==> src/rtl/pipe_pkg.sv <==
// Shared pipeline-stage types: occupancy state encoding, per-stage bundle widths
// and field offsets used when packing/unpacking the ctrl/data bundles.
package pipe_pkg;

    typedef enum logic [1:0] {
        ST_EMPTY = 2'd0,
        ST_ONE   = 2'd1,
        ST_FULL  = 2'd2
    } pipe_state_e;

    localparam int IDEX_CTRL_W  = 8;
    localparam int IDEX_DATA_W  = 101;
    localparam int EXMEM_CTRL_W = 3;
    localparam int EXMEM_DATA_W = 69;
    localparam int MEMWB_CTRL_W = 2;
    localparam int MEMWB_DATA_W = 69;

    // EX/MEM control bits
    localparam int EXMEM_REGWRITE_BIT = 2;
    localparam int EXMEM_MEMTOREG_BIT = 1;
    localparam int EXMEM_MEMWRITE_BIT = 0;

    // EX/MEM data fields: {alu_result[31:0], write_reg[4:0], store_data[31:0]}
    localparam int EXMEM_STORE_LSB = 0;
    localparam int EXMEM_WREG_LSB  = 32;
    localparam int EXMEM_ALU_LSB   = 37;

    function automatic logic [EXMEM_DATA_W-1:0] exmem_pack_data(
        input logic [31:0] alu_result,
        input logic [4:0]  write_reg,
        input logic [31:0] store_data
    );
        return {alu_result, write_reg, store_data};
    endfunction

endpackage

==> src/rtl/pipe_entry_reg.sv <==
// One stage entry: ctrl+data register with load enable and a ctrl-only clear,
// so a killed entry can never carry live control bits forward.
module pipe_entry_reg
    import pipe_pkg::*;
#(
    parameter int CTRL_W = EXMEM_CTRL_W,
    parameter int DATA_W = EXMEM_DATA_W
) (
    input  logic              clk,
    input  logic              rst_n,
    input  logic              i_load,
    input  logic              i_ctrl_clr,
    input  logic [CTRL_W-1:0] i_ctrl,
    input  logic [DATA_W-1:0] i_data,
    output logic [CTRL_W-1:0] o_ctrl,
    output logic [DATA_W-1:0] o_data
);

    logic [CTRL_W-1:0] r_ctrl;
    logic [DATA_W-1:0] r_data;

    always_ff @(posedge clk or negedge rst_n) begin
        if (!rst_n) begin
            r_ctrl <= '0;
            r_data <= '0;
        end else begin
            if (i_ctrl_clr) begin
                r_ctrl <= '0;
            end else if (i_load) begin
                r_ctrl <= i_ctrl;
            end
            if (i_load) begin
                r_data <= i_data;
            end
        end
    end

    assign o_ctrl = r_ctrl;
    assign o_data = r_data;

endmodule

==> src/rtl/pipe_stage_reg.sv <==
// Edge-triggered pipeline stage register with valid/ready handshake, flush,
// and an optional skid entry that lets in_ready be a registered signal.
//
// state    | meaning
// ST_EMPTY | no entry held, out_valid=0
// ST_ONE   | main entry valid
// ST_FULL  | main and skid valid, in_ready=0 (SKID=1 only)
module pipe_stage_reg
    import pipe_pkg::*;
#(
    parameter int CTRL_W = EXMEM_CTRL_W,
    parameter int DATA_W = EXMEM_DATA_W,
    parameter bit SKID   = 1'b1
) (
    input  logic              clk,
    input  logic              rst_n,
    input  logic              flush,
    input  logic              in_valid,
    output logic              in_ready,
    input  logic [CTRL_W-1:0] in_ctrl,
    input  logic [DATA_W-1:0] in_data,
    output logic              out_valid,
    input  logic              out_ready,
    output logic [CTRL_W-1:0] out_ctrl,
    output logic [DATA_W-1:0] out_data,
    output logic [1:0]        occupancy
);

    pipe_state_e       r_state;
    logic              r_in_ready;
    logic              w_in_fire;
    logic              w_out_fire;
    logic              w_main_load;
    logic              w_skid_load;
    logic [CTRL_W-1:0] w_main_ctrl;
    logic [DATA_W-1:0] w_main_data;
    logic [CTRL_W-1:0] w_skid_ctrl;
    logic [DATA_W-1:0] w_skid_data;
    logic [CTRL_W-1:0] w_main_ctrl_d;
    logic [DATA_W-1:0] w_main_data_d;

    assign out_valid  = (r_state != ST_EMPTY);
    assign in_ready   = SKID ? r_in_ready : (!out_valid || out_ready);
    assign w_in_fire  = in_valid & in_ready;
    assign w_out_fire = out_valid & out_ready;
    assign occupancy  = r_state;
    assign out_ctrl   = out_valid ? w_main_ctrl : '0;
    assign out_data   = w_main_data;

    // Flush suppresses every load, which is what discards a same-cycle in_fire.
    always_comb begin
        w_main_load = 1'b0;
        w_skid_load = 1'b0;
        if (!flush) begin
            case (r_state)
                ST_EMPTY: w_main_load = w_in_fire;
                ST_ONE: begin
                    w_main_load = w_in_fire & w_out_fire;
                    w_skid_load = SKID & w_in_fire & ~w_out_fire;
                end
                ST_FULL:  w_main_load = w_out_fire;
                default:  w_main_load = 1'b0;
            endcase
        end
    end

    assign w_main_ctrl_d = (r_state == ST_FULL) ? w_skid_ctrl : in_ctrl;
    assign w_main_data_d = (r_state == ST_FULL) ? w_skid_data : in_data;

    always_ff @(posedge clk or negedge rst_n) begin
        if (!rst_n) begin
            r_state    <= ST_EMPTY;
            r_in_ready <= 1'b1;
        end else if (flush) begin
            r_state    <= ST_EMPTY;
            r_in_ready <= 1'b1;
        end else begin
            case (r_state)
                ST_EMPTY: begin
                    if (w_in_fire) r_state <= ST_ONE;
                end
                ST_ONE: begin
                    if (w_skid_load) begin
                        r_state    <= ST_FULL;
                        r_in_ready <= 1'b0;
                    end else if (!w_in_fire && w_out_fire) begin
                        r_state <= ST_EMPTY;
                    end
                end
                ST_FULL: begin
                    if (w_out_fire) begin
                        r_state    <= ST_ONE;
                        r_in_ready <= 1'b1;
                    end
                end
                default: begin
                    r_state    <= ST_EMPTY;
                    r_in_ready <= 1'b1;
                end
            endcase
        end
    end

    pipe_entry_reg #(.CTRL_W(CTRL_W), .DATA_W(DATA_W)) u_main (
        .clk        (clk),
        .rst_n      (rst_n),
        .i_load     (w_main_load),
        .i_ctrl_clr (flush),
        .i_ctrl     (w_main_ctrl_d),
        .i_data     (w_main_data_d),
        .o_ctrl     (w_main_ctrl),
        .o_data     (w_main_data)
    );

    generate
        if (SKID) begin : g_skid
            pipe_entry_reg #(.CTRL_W(CTRL_W), .DATA_W(DATA_W)) u_skid (
                .clk        (clk),
                .rst_n      (rst_n),
                .i_load     (w_skid_load),
                .i_ctrl_clr (flush),
                .i_ctrl     (in_ctrl),
                .i_data     (in_data),
                .o_ctrl     (w_skid_ctrl),
                .o_data     (w_skid_data)
            );
        end else begin : g_no_skid
            assign w_skid_ctrl = '0;
            assign w_skid_data = '0;
        end
    endgenerate

endmodule

==> config.mk <==
export PLATFORM = sky130hd
export DESIGN_NAME = pipe_stage_reg
export DESIGN_NICKNAME = d
export VERILOG_FILES = /design/src/rtl/pipe_pkg.sv /design/src/rtl/pipe_entry_reg.sv /design/src/rtl/pipe_stage_reg.sv
export SDC_FILE = /design/constraint.sdc
export NUM_CORES = 1
export LEC_CHECK = 0
export ABC_CLOCK_PERIOD_IN_PS = 2400
export BUFFER_PORTS_ARGS = -buffer_cell sky130_fd_sc_hd__buf_2
export CAP_MARGIN = 5
export CORE_MARGIN = 10
export CORE_UTILIZATION = 45
export CTS_CLUSTER_DIAMETER = 100
export DETAILED_ROUTE_END_ITERATION = 8
export HOLD_SLACK_MARGIN = 0.12
export PLACE_DENSITY = 0.73
export SYNTH_ARGS = -nofsm -noshare
export SYNTH_HDL_FRONTEND = slang
export SYNTH_SLANG_ARGS = --single-unit
==> constraint.sdc <==
create_clock -name clk -period 2.4 [get_ports clk]
set_clock_uncertainty 0.2 [all_clocks]
set_input_delay 0 -clock clk [delete_from_list [all_inputs] [get_ports clk]]
set_output_delay 0 -clock clk [all_outputs]
set_load 0.005 [all_outputs]
==> results by group <==
Synthesis
  • Top cell type's share of synthesized area: 55.03%
  • Syn Std Cell Area: 6639 µm²
  • Top-count cell post-synth: dfrtp_1
  • Fraction of registers with async set/reset: 100.0%
  • Flops & latches, synth: 147
  • Yosys top cell by area: dfrtp_1
  • YS warnings: 0
  • Synth Net Count: 568
  • Post-synth cell types: 32
  • Cell count after synthesis: 491
  • Mapped Avg Cell Area: 13.52 µm²
  • Commonest cells in the netlist: dfrtp_1 (146), mux2i_1 (73), nand2_1 (71)
  • Post-synthesis sequential area ratio: 55.43%
  • Main synth FF type: dfrtp_1
  • Post-synth EDFFs: 0
  • Synth area leaders: dfrtp_1 (55%), mux2_4 (14%), mux2i_1 (11%)

Power and ir drop
  • Pwr dens: 897.6 nW/µm²
  • Net Switching: 2.069 mW
  • Switching Share: 25.80%
  • Worst vdd ir: 0.0006354 V
  • Internal: 5.949 mW
  • Comb power frac: 20.6%
  • Lkg Pwr: 4.161 nW
  • Seq pwr share: 44.2%
  • Clk pwr share: 35.2%

Timing
  • Max-slew violations: 0
  • RSZ-0062 raised after global routing: no
  • Post-Route Setup TNS: 0 ns
  • Worst slew pin tran: 0.6276 ns
  • Final worst slack: 0.1710 ns
  • Relative slew slack: 58.16%
  • Tcrit/Tclk final: 92.87%
  • Final worst path period need: 2.229 ns
  • Final setup vio count: 0
  • FMAX: 448.6 MHz
  • Fin. Hold Viols: 0

Job
  • Max-cap viol count: 0

Clocking
  • Clock Tree Buf Depth: 2
  • CTS clk-pin slew, worst paths: 0.06 ns
  • CTS root buf: clkbuf_16
  • Htree depth: 4
  • CTS buffer count: 17
  • Post-CTS Setup Inserts: 0
  • Sinks on Clock Net: 147
  • Clk Latency, worst-skew pair: 0.42 ns
  • CTS tree: done

Cells and area
  • Diodes inserted: 0
  • Footprint of the multi-input gates: 2626 µm²
  • Share of cells above drive strength 1: 38.28%
  • Post-route design area: 8932 µm²
  • Fillers: 1088
  • Area Overhead vs Synth: 34.55%
  • Nets@finish: 798
  • Register Area: 3681 µm²

Routing
  • Via count: 4624
  • Iteration-0 DRC count of the detailed router: 145
  • Remaining DRCs: 0
  • Number of iterations in the first detailed-routing pass: 4
  • Drt wl/cell: 17.40 µm
  • Post-route ant nets: 0
  • Drt total wl: 15980 µm
  • Vias per cell: 5.037

GRT
  • Largest net degree at the start of global routing: 82
  • Global route total overflow: 0
  • Vias in the first global route: 5036
  • First-pass GRT wire length: 26090 µm
  • Total GRT Usage: 16.03%
  • Initial antenna violation count: 0

Floorplanning
  • Die area: 20010 µm²
  • Rows: 44
  • Die H: 141.5 µm
  • Die Wd: 141.5 µm
  • Core Footprint: 14480 µm²
  • Starting Density: 45.85%
  • I/O pins: 153

Setup path
  • Critical path, cell by cell: nand3b_1 -> nor3b_2 -> and2b_4 -> buf_16 -> a22o_1 -> dlygate4sd3_1
  • Stages on worst setup path: 6
  • Setup CP Type: register to register
  • CP Buf/Inv Count: 2
  • Critical Path RT: 2.55 ns
  • Slowest CP cell: dlygate4sd3_1
  • Critical Path AT: 2.38 ns
  • CP Launch Type: register
  • CP Capture Type: register
  • Worst stage delay on the critical path: 0.56 ns
  • R2R cell count: 6
  • Worst Path Max Fanout: 20
  • Crit path max-delay family: buffers and inverters

Worst hold path
  • Hold Path Depth: 3
  • Hold Crit Class: input pin to register

Placed design
  • Gpl congestion: 0.7452
  • Place WS: 0.3336 ns
  • IO Port Bufs: 152
  • HPWL after DPL: 10350 µm
  • Dpl cell area: 7453 µm²

Status
  • Run status: completed
-- cells by family after synthesis --
kind of cell | share of synthesized area (%)
AND/OR/NAND/NOR | 5.484
buffers and inverters | 5.145
multiplexers | 26.10
flip-flops | 55.43
AO/OA/AOI/OAI | 7.840
-- metal layers --
layer	vias up	GRT usage, %	wire, µm
met4	0	5.272	221
met5	-	0	0
met1	2312	19.24	6910
met2	118	26.08	7803
li1	2177	-	-
met3	17	5.941	1041
-- state kept, by name, indices dropped and copies added (netlist names) --
signal / count
g_skid.u_skid.o_ctrl: 3
g_skid.u_skid.o_data: 69
in_ready: 1
occupancy: 2
u_main.o_ctrl: 3
u_main.o_data: 69
-- tightest hold or removal path: cells and delay by family --
kind	cells	cell delay, ns
muxes	1	0.12
buffers and inverters	2	0.63
-- area by class of cell --
type	instances	share of cell area [%]
Sequential cell	147	41.21
Inverter	2	0.08405
Clock buffer	19	5.071
Tap cell	184	2.577
Timing Repair Buffer	243	19.62
Multi-Input combinational cell	310	29.40
Clock inverter	13	2.031
-- cells in the final DEF (no fill, tap or decap), types with 3 or more instances in the layout --
master / synthesis / layout
nor2b_1: 5 / 4
dfrtp_1: 146 / 145
clkinv_2: 0 / 4
mux2_2: 3 / 3
o2bb2ai_1: 3 / 3
clkbuf_16: 0 / 18
buf_12: 7 / 5
buf_4: 1 / 3
mux2_4: 60 / 60
nand2_1: 71 / 71
o21ai_1: 51 / 51
bufinv_16: 0 / 4
nor2_1: 4 / 4
a22o_1: 3 / 3
o21ai_2: 18 / 18
mux2i_1: 73 / 73
mux2_1: 6 / 6
dlygate4sd3_1: 0 / 81
buf_2: 8 / 151
-- power by group through the flow --
stage / combinational, mW / clock [mW] / sequential, mW
floorplan: 0.980 / 0 / 3.51
global placement: 1.50 / 0 / 3.52
detailed placement: 1.55 / 0 / 3.56
CTS: 1.66 / 2.89 / 3.54
global route: 1.82 / 2.99 / 3.63
finish: 1.65 / 2.83 / 3.54
-- per-stage QoR --
stage	hold slack, ns	std cells	power (mW)	utilization (%)
finish	0.1588	918	8.018	61.69
global route	0.1518	918	8.438	61.69
CTS	0.1380	917	8.091	61.46
detailed placement	-0.1690	804	5.114	51.48
global placement	-0.1825	804	5.013	51.48
floorplan	-0.4956	491	4.485	-
-- path summary, 6_finish.rpt --
path / startpoint / end / slack (ns)
worst max-delay path: occupancy[0]$_DFFE_PN0P_ / g_skid.u_skid.o_ctrl[2]$_DFFE_PN0P_ / 0.17
worst min-delay path: in_data[29] / g_skid.u_skid.o_data[29]$_DFFE_PN0P_ / 0.16
worst max register to register: occupancy[0]$_DFFE_PN0P_ / g_skid.u_skid.o_ctrl[2]$_DFFE_PN0P_ / 0.17
worst min register to register: u_main.o_data[65]$_DFFE_PN0P_ / u_main.o_data[65]$_DFFE_PN0P_ / 0.27
max in group asynchronous: rst_n / in_ready$_DFFE_PN1P_ / 0.79
min in group asynchronous: rst_n / g_skid.u_skid.o_data[40]$_DFFE_PN0P_ / 0.48
-- timing repair --
action / 4_1_cts / 5_1_grt
hold endpoints to repair: 294 / 0
setup endpoints to repair: 0 / 2
hold buffers: 81 / 0
gates resized for setup: 0 / 2
Note: power is estimated with default switching activity, not from simulation.
